**config.mk**
```make
export PLATFORM = sky130hd
export DESIGN_NAME = systolic_operand_feeder_flat
export DESIGN_NICKNAME = d
export VERILOG_FILES = /design/src/rtl/systolic_operand_feeder_pkg.sv /design/src/rtl/systolic_operand_feeder_if.sv /design/src/rtl/systolic_operand_feeder_lane.sv /design/src/rtl/systolic_operand_feeder.sv /design/src/flat_wrapper.sv
export SDC_FILE = /design/constraint.sdc
export NUM_CORES = 1
export LEC_CHECK = 0
export CORE_MARGIN = 2
export CORE_UTILIZATION = 38
export DETAILED_ROUTE_END_ITERATION = 12
export GPL_TIMING_DRIVEN = 1
export PLACE_DENSITY = 0.62
export SLEW_MARGIN = 20
export SYNTH_ARGS = -nofsm -noshare
export SYNTH_HDL_FRONTEND = slang
export SYNTH_SLANG_ARGS = --single-unit
```
**constraint.sdc**
```tcl
create_clock -name clk -period 4.9 [get_ports clk]
set_input_delay 0.49 -clock clk [delete_from_list [all_inputs] [get_ports clk]]
set_output_delay 0.49 -clock clk [all_outputs]
set_load 0.05 [all_outputs]
```
**src/rtl/systolic_operand_feeder_pkg.sv**
```systemverilog
`default_nettype none
// ============================================================================
//  Module      : systolic_operand_feeder_pkg
//  Description : Shared types and helpers for the systolic operand feeder:
//                FSM state encoding, buffer-select constants, clog2 helper.
//  Revision    : 1.0 - initial release
// ============================================================================
package systolic_operand_feeder_pkg;

  // Operation FSM encoding
  typedef enum logic [1:0] {
    ST_IDLE = 2'd0,
    ST_RUN  = 2'd1,
    ST_DONE = 2'd2
  } state_t;

  // wr_sel values
  localparam logic WR_SEL_A = 1'b0;
  localparam logic WR_SEL_B = 1'b1;

  // Ceiling log2, never less than 1 so that derived port widths stay legal
  function automatic int clog2(input int value);
    int r;
    r = 0;
    while ((1 << r) < value) r++;
    return (r < 1) ? 1 : r;
  endfunction

endpackage
`default_nettype wire

```
**src/rtl/systolic_operand_feeder_if.sv**
```systemverilog
`default_nettype none
// ============================================================================
//  Module      : systolic_operand_feeder_if
//  Description : Bus bundle between the array controller / loader (master)
//                and the operand feeder (slave): buffer write port, start /
//                busy, load strobe with per-lane enables, streamed operands.
//  Revision    : 1.0 - initial release
// ============================================================================
interface systolic_operand_feeder_if
  import systolic_operand_feeder_pkg::*;
#(
  parameter int N  = 2,
  parameter int M  = 2,
  parameter int K  = 4,
  parameter int DW = 8
);
  localparam int LW = clog2((N > M) ? N : M);
  localparam int AW = clog2(K);

  logic            wr_en;
  logic            wr_sel;
  logic [LW-1:0]   wr_lane;
  logic [AW-1:0]   wr_addr;
  logic [DW-1:0]   wr_data;
  logic            start;
  logic            busy;
  logic            load;
  logic [N-1:0]    A_start_en;
  logic [M-1:0]    B_start_en;
  logic            finished;
  logic [N*DW-1:0] a_out;
  logic [N-1:0]    a_valid;
  logic [M*DW-1:0] b_out;
  logic [M-1:0]    b_valid;

  modport master (
    output wr_en, wr_sel, wr_lane, wr_addr, wr_data, start, load,
           A_start_en, B_start_en,
    input  busy, finished, a_out, a_valid, b_out, b_valid
  );

  modport slave (
    input  wr_en, wr_sel, wr_lane, wr_addr, wr_data, start, load,
           A_start_en, B_start_en,
    output busy, finished, a_out, a_valid, b_out, b_valid
  );

endinterface
`default_nettype wire

```
**src/rtl/systolic_operand_feeder_lane.sv**
```systemverilog
`default_nettype none
// ============================================================================
//  Module      : feeder_lane
//  Description : One operand lane: K-entry buffer, saturating read pointer
//                and registered output with valid.
//  Revision    : 1.0 - initial release
// ============================================================================
module feeder_lane
  import systolic_operand_feeder_pkg::*;
#(
  parameter int K  = 4,
  parameter int DW = 8,
  localparam int AW = clog2(K)
) (
  input  wire logic          clk,
  input  wire logic          rst,
  input  wire logic          clr,        // restart pointer for a new operation
  input  wire logic          run,        // FSM is in RUN
  input  wire logic          load,
  input  wire logic          en,
  input  wire logic          wr_en,      // already qualified by lane/buffer/state
  input  wire logic [AW-1:0] wr_addr,
  input  wire logic [DW-1:0] wr_data,
  output logic [DW-1:0]      data_out,
  output logic               valid_out,
  output logic               lane_done,
  output logic               lane_done_next
);

  localparam int PW = clog2(K + 1);
  localparam logic [PW-1:0] c_k_ptr  = PW'(K);
  localparam logic [AW:0]   c_k_addr = (AW + 1)'(K);

  logic [DW-1:0] r_mem [K];
  logic [PW-1:0] r_ptr;
  logic [DW-1:0] r_data;
  logic          r_valid;
  logic          w_issue;
  logic [PW-1:0] w_ptr_inc;

  assign w_issue        = run && load && en && (r_ptr != c_k_ptr);
  assign w_ptr_inc      = r_ptr + PW'(1);
  assign lane_done      = (r_ptr == c_k_ptr);
  assign lane_done_next = w_issue ? (w_ptr_inc == c_k_ptr) : lane_done;
  assign data_out       = r_data;
  assign valid_out      = r_valid;

  // Buffer write; out-of-range element indices are dropped, contents survive reset
  always_ff @(posedge clk) begin
    if (wr_en && ({1'b0, wr_addr} < c_k_addr)) begin
      r_mem[wr_addr] <= wr_data;
    end
  end

  // Pointer advance and one-cycle registered issue of the current element
  always_ff @(posedge clk or posedge rst) begin
    if (rst) begin
      r_ptr   <= '0;
      r_data  <= '0;
      r_valid <= 1'b0;
    end else begin
      if (clr) begin
        r_ptr <= '0;
      end else if (w_issue) begin
        r_ptr <= w_ptr_inc;
      end
      if (w_issue) begin
        r_data  <= r_mem[r_ptr];
        r_valid <= 1'b1;
      end else begin
        r_data  <= '0;
        r_valid <= 1'b0;
      end
    end
  end

endmodule
`default_nettype wire

```
**src/rtl/systolic_operand_feeder.sv**
```systemverilog
`default_nettype none
// ============================================================================
//  Module      : systolic_operand_feeder
//  Description : Holds A-row / B-column operands and streams one element per
//                lane on each controller load pulse; flags finished once
//                lane A0 has issued all K elements.
//  Revision    : 1.0 - initial release
// ============================================================================
module systolic_operand_feeder
  import systolic_operand_feeder_pkg::*;
#(
  parameter int N  = 2,
  parameter int M  = 2,
  parameter int K  = 4,
  parameter int DW = 8
) (
  input  wire logic               clk,
  input  wire logic               rst,
  systolic_operand_feeder_if.slave bus
);

  localparam int LW = clog2((N > M) ? N : M);

  state_t               r_state;
  state_t               w_next;
  logic                 r_finished;
  logic                 w_run;
  logic                 w_clr;
  logic                 w_wr_ok;
  logic [N-1:0]         w_a_done;
  logic [N-1:0]         w_a_done_next;
  logic [M-1:0]         w_b_done;
  logic [M-1:0]         w_b_done_next;
  logic [N-1:0][DW-1:0] w_a_data;
  logic [M-1:0][DW-1:0] w_b_data;
  logic [N-1:0]         w_a_valid;
  logic [M-1:0]         w_b_valid;

  assign w_run   = (r_state == ST_RUN);
  assign w_clr   = bus.start && !w_run;
  assign w_wr_ok = bus.wr_en && !w_run;

  assign bus.busy     = w_run;
  assign bus.finished = r_finished;
  assign bus.a_out    = w_a_data;
  assign bus.a_valid  = w_a_valid;
  assign bus.b_out    = w_b_data;
  assign bus.b_valid  = w_b_valid;

  // State register
  always_ff @(posedge clk or posedge rst) begin
    if (rst) begin
      r_state <= ST_IDLE;
    end else begin
      r_state <= w_next;
    end
  end

  // Next-state: start launches RUN from IDLE/DONE; RUN ends when all lanes are drained
  always_comb begin
    w_next = r_state;
    case (r_state)
      ST_IDLE: if (bus.start) w_next = ST_RUN;
      ST_RUN:  if ((&w_a_done) && (&w_b_done)) w_next = ST_DONE;
      ST_DONE: if (bus.start) w_next = ST_RUN;
      default: w_next = ST_IDLE;
    endcase
  end

  // finished rises with the last lane-0 issue and holds until the next start
  always_ff @(posedge clk or posedge rst) begin
    if (rst) begin
      r_finished <= 1'b0;
    end else if (w_clr) begin
      r_finished <= 1'b0;
    end else if (w_run && w_a_done_next[0]) begin
      r_finished <= 1'b1;
    end
  end

  for (genvar i = 0; i < N; i++) begin : g_a_lane
    feeder_lane #(.K(K), .DW(DW)) u_lane (
      .clk            (clk),
      .rst            (rst),
      .clr            (w_clr),
      .run            (w_run),
      .load           (bus.load),
      .en             (bus.A_start_en[i]),
      .wr_en          (w_wr_ok && (bus.wr_sel == WR_SEL_A) && (bus.wr_lane == LW'(i))),
      .wr_addr        (bus.wr_addr),
      .wr_data        (bus.wr_data),
      .data_out       (w_a_data[i]),
      .valid_out      (w_a_valid[i]),
      .lane_done      (w_a_done[i]),
      .lane_done_next (w_a_done_next[i])
    );
  end

  for (genvar j = 0; j < M; j++) begin : g_b_lane
    feeder_lane #(.K(K), .DW(DW)) u_lane (
      .clk            (clk),
      .rst            (rst),
      .clr            (w_clr),
      .run            (w_run),
      .load           (bus.load),
      .en             (bus.B_start_en[j]),
      .wr_en          (w_wr_ok && (bus.wr_sel == WR_SEL_B) && (bus.wr_lane == LW'(j))),
      .wr_addr        (bus.wr_addr),
      .wr_data        (bus.wr_data),
      .data_out       (w_b_data[j]),
      .valid_out      (w_b_valid[j]),
      .lane_done      (w_b_done[j]),
      .lane_done_next (w_b_done_next[j])
    );
  end

endmodule
`default_nettype wire

```
**src/flat_wrapper.sv**
```systemverilog
// flat-port wrapper written by rule: the top's interface ports become plain ports
module systolic_operand_feeder_flat import systolic_operand_feeder_pkg::*;
#(
  parameter int N  = 2,
  parameter int M  = 2,
  parameter int K  = 4,
  parameter int DW = 8
)
  (clk, rst, bus_wr_en, bus_wr_sel, bus_wr_lane, bus_wr_addr, bus_wr_data, bus_start, bus_load, bus_A_start_en, bus_B_start_en, bus_busy, bus_finished, bus_a_out, bus_a_valid, bus_b_out, bus_b_valid);
  systolic_operand_feeder_if #(.N(N), .M(M), .K(K), .DW(DW)) bus_i ();
  input  wire logic clk;
  input  wire logic rst;
  input wire logic [$bits(bus_i.wr_en)-1:0] bus_wr_en;
  input wire logic [$bits(bus_i.wr_sel)-1:0] bus_wr_sel;
  input wire logic [$bits(bus_i.wr_lane)-1:0] bus_wr_lane;
  input wire logic [$bits(bus_i.wr_addr)-1:0] bus_wr_addr;
  input wire logic [$bits(bus_i.wr_data)-1:0] bus_wr_data;
  input wire logic [$bits(bus_i.start)-1:0] bus_start;
  input wire logic [$bits(bus_i.load)-1:0] bus_load;
  input wire logic [$bits(bus_i.A_start_en)-1:0] bus_A_start_en;
  input wire logic [$bits(bus_i.B_start_en)-1:0] bus_B_start_en;
  output wire logic [$bits(bus_i.busy)-1:0] bus_busy;
  output wire logic [$bits(bus_i.finished)-1:0] bus_finished;
  output wire logic [$bits(bus_i.a_out)-1:0] bus_a_out;
  output wire logic [$bits(bus_i.a_valid)-1:0] bus_a_valid;
  output wire logic [$bits(bus_i.b_out)-1:0] bus_b_out;
  output wire logic [$bits(bus_i.b_valid)-1:0] bus_b_valid;
  assign bus_i.wr_en = bus_wr_en;
  assign bus_i.wr_sel = bus_wr_sel;
  assign bus_i.wr_lane = bus_wr_lane;
  assign bus_i.wr_addr = bus_wr_addr;
  assign bus_i.wr_data = bus_wr_data;
  assign bus_i.start = bus_start;
  assign bus_i.load = bus_load;
  assign bus_i.A_start_en = bus_A_start_en;
  assign bus_i.B_start_en = bus_B_start_en;
  assign bus_busy = bus_i.busy;
  assign bus_finished = bus_i.finished;
  assign bus_a_out = bus_i.a_out;
  assign bus_a_valid = bus_i.a_valid;
  assign bus_b_out = bus_i.b_out;
  assign bus_b_valid = bus_i.b_valid;
  systolic_operand_feeder #(.N(N), .M(M), .K(K), .DW(DW)) u_core (.clk(clk), .rst(rst), .bus(bus_i));
endmodule
```
==> results of run 1 <==
-- metrics by stage --
stage,hold slack (ns),utilization (%)
6_report,0.4741,47.12
5_1_grt,0.4961,47.12
4_1_cts,0.4768,47.04
3_5_place_dp,0.4689,43.41
3_3_place_gp,0.4548,43.41
2_1_floorplan,0.4385,-
-- cells by family (layout without fill, tap and decap cells) --
group / after synthesis / count (layout)
muxes: 44 / 44
buffers and inverters: 35 / 106
AOI/OAI and AO/OA: 17 / 17
DFF: 179 / 179
and+or+nand+nor: 73 / 73
xor gates and xnor gates: 1 / 1
adders and majority gates: 9 / 9
-- report_power, final --
group	leakage, nW	total [W]	internal, W	switching (W)
Clock	0.308	0.00144	0.000862	0.000576
Sequential	1.81	0.00193	0.00173	0.000201
Combinational	0.857	0.000901	0.000456	0.000445
Total	2.97	0.00427	0.00305	0.00122
-- layout make-up --
type | count | area (sq um)
Sequential cell | 179 | 5120
Clock inverter | 14 | 200.2
Fill cell | 1466 | 9178
Multi-Input combinational cell | 144 | 1504
Timing Repair Buffer | 59 | 588.1
Tap cell | 225 | 281.5
Clock buffer | 18 | 429.2
Inverter | 15 | 56.30
-- placed cells by master (no fill, tap or decap), types with 8 or more instances in the layout --
master,netlist,routed
edfxtp_1,128,128
clkdlybuf4s50_1,0,58
dfrtp_1,51,51
mux4_2,32,32
nor2b_1,24,24
clkbuf_16,0,17
inv_1,14,13
nor2_1,12,12
ha_1,9,9
and3_1,8,8
-- cell usage after synthesis --
cell / number / area share [%]
edfxtp_1: 128 / 57
dfrtp_1: 51 / 19
mux4_2: 32 / 11
nor2b_1: 24 / 2.2
inv_1: 14 / 0.77
nor2_1: 12 / 0.66
ha_1: 9 / 1.7
and3_1: 8 / 0.74
a21oi_1: 7 / 0.52
buf_2: 7 / 0.52
mux2i_1: 7 / 1.0
o21ai_0: 7 / 0.52
buf_4: 6 / 0.66
nand2_1: 6 / 0.33
clkbuf_1: 5 / 0.28
mux2_2: 5 / 0.83
nand3_1: 4 / 0.29
nand4_1: 4 / 0.37
nand2b_1: 3 / 0.28
nor3_1: 3 / 0.22
buf_6: 2 / 0.33
nand4b_1: 2 / 0.26
o22ai_1: 2 / 0.18
a21o_1: 1 / 0.11
and3b_1: 1 / 0.13
and4b_1: 1 / 0.15
inv_2: 1 / 0.055
nand3_2: 1 / 0.15
nor3_2: 1 / 0.15
nor3b_1: 1 / 0.11
nor4_1: 1 / 0.092
or4b_4: 1 / 0.20
xor2_1: 1 / 0.13
-- sequential cells by signal (all words and copies together) (netlist names), 6 cells and up --
signal                           flops
u_core.g_b_lane.u_lane.r_mem        64
u_core.g_a_lane.u_lane.r_ptr         6
u_core.g_b_lane.u_lane.r_ptr         6
u_core.g_b_lane.u_lane.data_out     16
u_core.g_a_lane.u_lane.r_mem        64
u_core.g_a_lane.u_lane.data_out     16
-- how the worst min path moves through the flow --
stage          cells after the start  slack, ns                                 end                               start
6_report                           1       0.47  u_core.g_b_lane[1].u_lane.r_ptr[2]  u_core.g_b_lane[1].u_lane.r_ptr[2]
5_1_grt                            1       0.50  u_core.g_a_lane[1].u_lane.r_ptr[2]  u_core.g_a_lane[1].u_lane.r_ptr[2]
4_1_cts                            1       0.48  u_core.g_b_lane[1].u_lane.r_ptr[2]  u_core.g_b_lane[1].u_lane.r_ptr[2]
3_5_place_dp                       1       0.47  u_core.g_b_lane[0].u_lane.r_ptr[2]  u_core.g_b_lane[0].u_lane.r_ptr[2]
3_3_place_gp                       1       0.45  u_core.g_b_lane[1].u_lane.r_ptr[2]  u_core.g_b_lane[1].u_lane.r_ptr[2]
2_1_floorplan                      1       0.44  u_core.g_b_lane[0].u_lane.r_ptr[2]  u_core.g_b_lane[0].u_lane.r_ptr[2]
-- per-layer routing --
layer | vias up | GRT usage, %
li1 | 1481 | -
met1 | 1719 | 20.34
met2 | 81 | 22.42
met3 | 16 | 4.489
met4 | 0 | 6.701
met5 | - | 0
==> impl_metrics.toml, run 1 <==
[synth]
synth-seq-cells = 179
synth_warnings = 0
yosys.area_share.simple_pct = 6.342
synth_xor_area_share_pct = 0.1291
synth_area_sq_um = 6787
muxShareOfSynthArea_pct = 12.48
yosysSeqAreaShare_pct = 75.44
synth-compound-area-share_pct = 1.327
synth_top_family_by_area = "multiplexers"
synth_nets = 388
syn_area_per_cell_sq_um = 18.96
yosysUniqueCellTypes = 33
synth_adder_area_share_pct = 1.659
netlist_instances = 358

[routing]
drt-initial-drc-count = 186
final_antenna_net_count = 0
wire_per_inst_microns = 19.78
top_layer = "met4"
wl_met1_microns = 5820
wl_met2_microns = 6221
via_count = 3297
wl_microns = 12940
wl_met3_microns = 648
drt-vias-per-instance = 5.041
drc_errors = 0
drt_first_pass_iters = 4

[critical_path]
startpoint = "u_core.r_state[1]"
critPathMaxFanout = 12
cp.arrival_ns = 2.36
crit_end = "bus_busy"
required_ns = 4.41
r2r-start = "u_core.r_state[0]"
r2r_cells = 4
critPathMaxStageDelay_ns = 0.86
critPathTopFamily = "buffers and inverters"
r2r-end = "u_core.g_a_lane[0].u_lane.r_mem[1][1]"
timing.critical_path.cells = "nand2b_1 -> inv_2 -> clkdlybuf4s50_1"
end_kind = "primary output"
path_class = "register to primary output"
crit_cells = 3
cp_slowest_cell = "clkdlybuf4s50_1"
critPathBufInv = 2
startpoint_type = "register"
r2r_slack_ns = 2.32

[floorplan]
die_h_microns = 137.6
start_util_pct = 39.10
ioPinCount = 59
rows = 48
dieWidth_microns = 137.6
fp.coreArea_sq_um = 17360
die-area_sq_um = 18940

[clock_network]
clk_pin_slew_ns = 0.06
h-tree-depth = 4
cts-buffers-inserted = 17
cts_post_setup_buffers_inserted = 0
insertion_delay_ns = 0.43
cts_hold_buf = 0
clk_path_buf_depth = 2
cts_tree = "built"
cts_resized = 0
clkSinkCount = 179
cts_root_buf = "clkbuf_16"

[place]
pre_cts_ws_ns = 2.322
place_congestion = 0.7196
placed_cells = 622
dpl.hpwl_microns = 8120
io_buffers = 58
dpl_cell_area_sq_um = 7535

[global_routing]
antenna_found_initial = 0
grt_overflow = 0
grt_pass1_vias = 3442
grt_usage_pct = 14.99
grt_max_degree = 52
grt_first_pass_wirelength_microns = 20030

[finish]
layoutNonFillerInstCount = 654
final_area_sq_um = 8179
fin_nets = 446
diodes = 0
syn_to_final_growth_pct = 20.52
final_layout_size_suffix_gt1_share_pct = 17.95

[sta]
fin_crit_sh_pct = 58.21
worst_pin_slew_ns = 0.8593
skew_ns = 0.008586
setup_viol = 0
hold_viol_final = 0
grt_setup_unrepaired = "no"
slew_viol_final = 0
timing.fmax_mhz = 350.6
fin_crit_ns = 2.852
slew_headroom_pct = 42.50
fin_ws_ns = 2.048
setup_tns_ns = 0

[pwr]
peakVddDrop_uv = 322.3
p_leak_nw = 2.972
power_density_nw_per_um2 = 522.6
totalPowerFinal_w = 0.004275

[run_status]
status = "finished, final reports clean"

[worst_hold_path]
hold_class = "register to register"

[job]
maxCapViolCount = 0
Note: power is estimated with default switching activity, not from simulation.
==> inputs of run 2 (changes only) <==
- clock period: 4.9 -> 2.65 ns (I/O delays scaled with it)
==> impl_metrics.toml, run 2 (synthesis results as in run 1) <==
[run_status]
status = "finished, final reports clean"

[critical_path]
critPathBufInv = 2
critPathMaxFanout = 12
required_ns = 2.38
r2r-start = "u_core.g_a_lane[0].u_lane.r_ptr[1]"
startpoint_type = "register"
cp.arrival_ns = 2.05
timing.critical_path.cells = "nand2b_1 -> inv_2 -> clkdlybuf4s50_1"
end_kind = "primary output"
path_class = "register to primary output"
critPathTopFamily = "buffers and inverters"
r2r_cells = 5
cp_slowest_cell = "clkdlybuf4s50_1"
r2r-end = "u_core.g_a_lane[0].u_lane.r_ptr[1]"
r2r_slack_ns = 0.74
critPathMaxStageDelay_ns = 0.85

[global_routing]
antenna_found_initial = 0
grt_first_pass_wirelength_microns = 20000
grt_usage_pct = 14.84
grt_overflow = 0
grt_pass1_vias = 3512
grt_max_degree = 23

[sta]
fin_crit_sh_pct = 87.33
grt_setup_unrepaired = "no"
fin_ws_ns = 0.3359
fin_crit_ns = 2.314
setup_viol = 0
timing.fmax_mhz = 432.1
hold_viol_final = 0
slew_viol_final = 0
worst_pin_slew_ns = 0.6856
setup_tns_ns = 0
skew_ns = 0.01405
slew_headroom_pct = 54.15

[finish]
final_common_cell = "edfxtp_1"
final_layout_size_suffix_gt1_share_pct = 21.46
final_area_sq_um = 8287
syn_to_final_growth_pct = 22.11
fin_nets = 469
layout_common_cells = "128 x edfxtp_1, 58 x clkdlybuf4s50_1, 51 x dfrtp_1, 32 x mux4_2"
multi_input_area_sq_um = 1489
reg_top3 = "u_core.g_a_lane.u_lane.r_mem (64), u_core.g_b_lane.u_lane.r_mem (64)"
seq_area_sq_um = 5120
diodes = 0
nFillCells = 1458

[clock_network]
clk_path_buf_depth = 2
clkSinkCount = 179
h-tree-depth = 4
cts-buffers-inserted = 17
cts_root_buf = "clkbuf_16"
cts_hold_buf = 0
cts_tree = "built"
clk_pin_slew_ns = 0.07
cts_resized = 0
insertion_delay_ns = 0.42
cts_post_setup_buffers_inserted = 0

[place]
place_congestion = 0.7489
dpl_cell_area_sq_um = 7707
io_buffers = 58
pre_cts_ws_ns = 0.6649
dpl.hpwl_microns = 8350

[worst_hold_path]
hold_class = "input pin to async pin"

[floorplan]
die_h_microns = 137.6
ioPinCount = 59
die-area_sq_um = 18940
rows = 48
fp.coreArea_sq_um = 17360
dieWidth_microns = 137.6
start_util_pct = 39.10

[routing]
drc_errors = 0
final_antenna_net_count = 0
drt-initial-drc-count = 236
wire_per_inst_microns = 18.71
via_count = 3330
drt-vias-per-instance = 4.919
drt_first_pass_iters = 4
wl_microns = 12670

[pwr]
p_leak_nw = 3.056
totalPowerFinal_w = 0.007711
peakVddDrop_uv = 522.1
power_density_nw_per_um2 = 930.5

[job]
maxCapViolCount = 0
-- run 2: cell types whose count changed in the layout (fill, tap and decap cells not counted), sizes merged --
| cell | before | now |
|---|---|---|
| buf | 1 | 24 |
| bufinv | 4 | 2 |
| clkbuf | 18 | 19 |
| clkinv | 5 | 7 |
| clkinvlp | 1 | 4 |
| inv | 19 | 15 |
-- run 2: stage by stage --
step	util (%)	hold slack, ns	cells
after global placement	44.41	0.4522	645
after floorplan	-	0.3639	358
after CTS	47.74	0.1439	677
final	47.74	0.1404	677
after global routing	47.74	0.1764	677
after detailed placement	44.41	0.4648	645
-- run 2: power by group --
part / internal (W) / leakage (nW) / switching, W
Combinational: 0.000894 / 0.975 / 0.000990
Sequential: 0.00321 / 1.81 / 0.000204
Clock: 0.00141 / 0.275 / 0.00100
-- run 2: final cells by class --
| type | instances | area share (%) |
|---|---|---|
| timing repair buffer | 82 | 9.180 |
| sequential | 179 | 61.78 |
| tap | 225 | 3.397 |
| inverter | 15 | 0.6795 |
| clock inverter | 13 | 1.646 |
| clock buffer | 19 | 5.345 |
| multi-input combinational | 144 | 17.97 |
-- run 2: worst reg2reg max path, delay by kind of cell (launching register included) --
kind	cells	cell delay, ns
simple gates	2	0.46
fa+ha+maj	1	0.21
mux	1	0.40
buf+inv	1	0.12
flops	1	0.61
-- run 2: worst max-delay path by stage --
stage / endpoint / from / cells past startpoint
after CTS: bus_busy / u_core.r_state[1] / 3
final: bus_busy / u_core.r_state[1] / 3
after detailed placement: u_core.g_a_lane[0].u_lane.r_ptr[1] / bus_load / 4
after global placement: u_core.g_a_lane[0].u_lane.r_mem[0][4] / bus_wr_lane / 4
after global routing: bus_busy / u_core.r_state[1] / 3
after floorplan: u_core.g_a_lane[0].u_lane.r_mem[3][0] / u_core.r_state[0] / 5
-- run 2: layer usage --
layer	vias up	wire length [microns]	global-route usage [%]
met3	6	584	3.679
met5	-	0	0
met4	0	109	5.441
li1	1522	-	-
met2	81	6084	22.80
met1	1721	5891	20.63
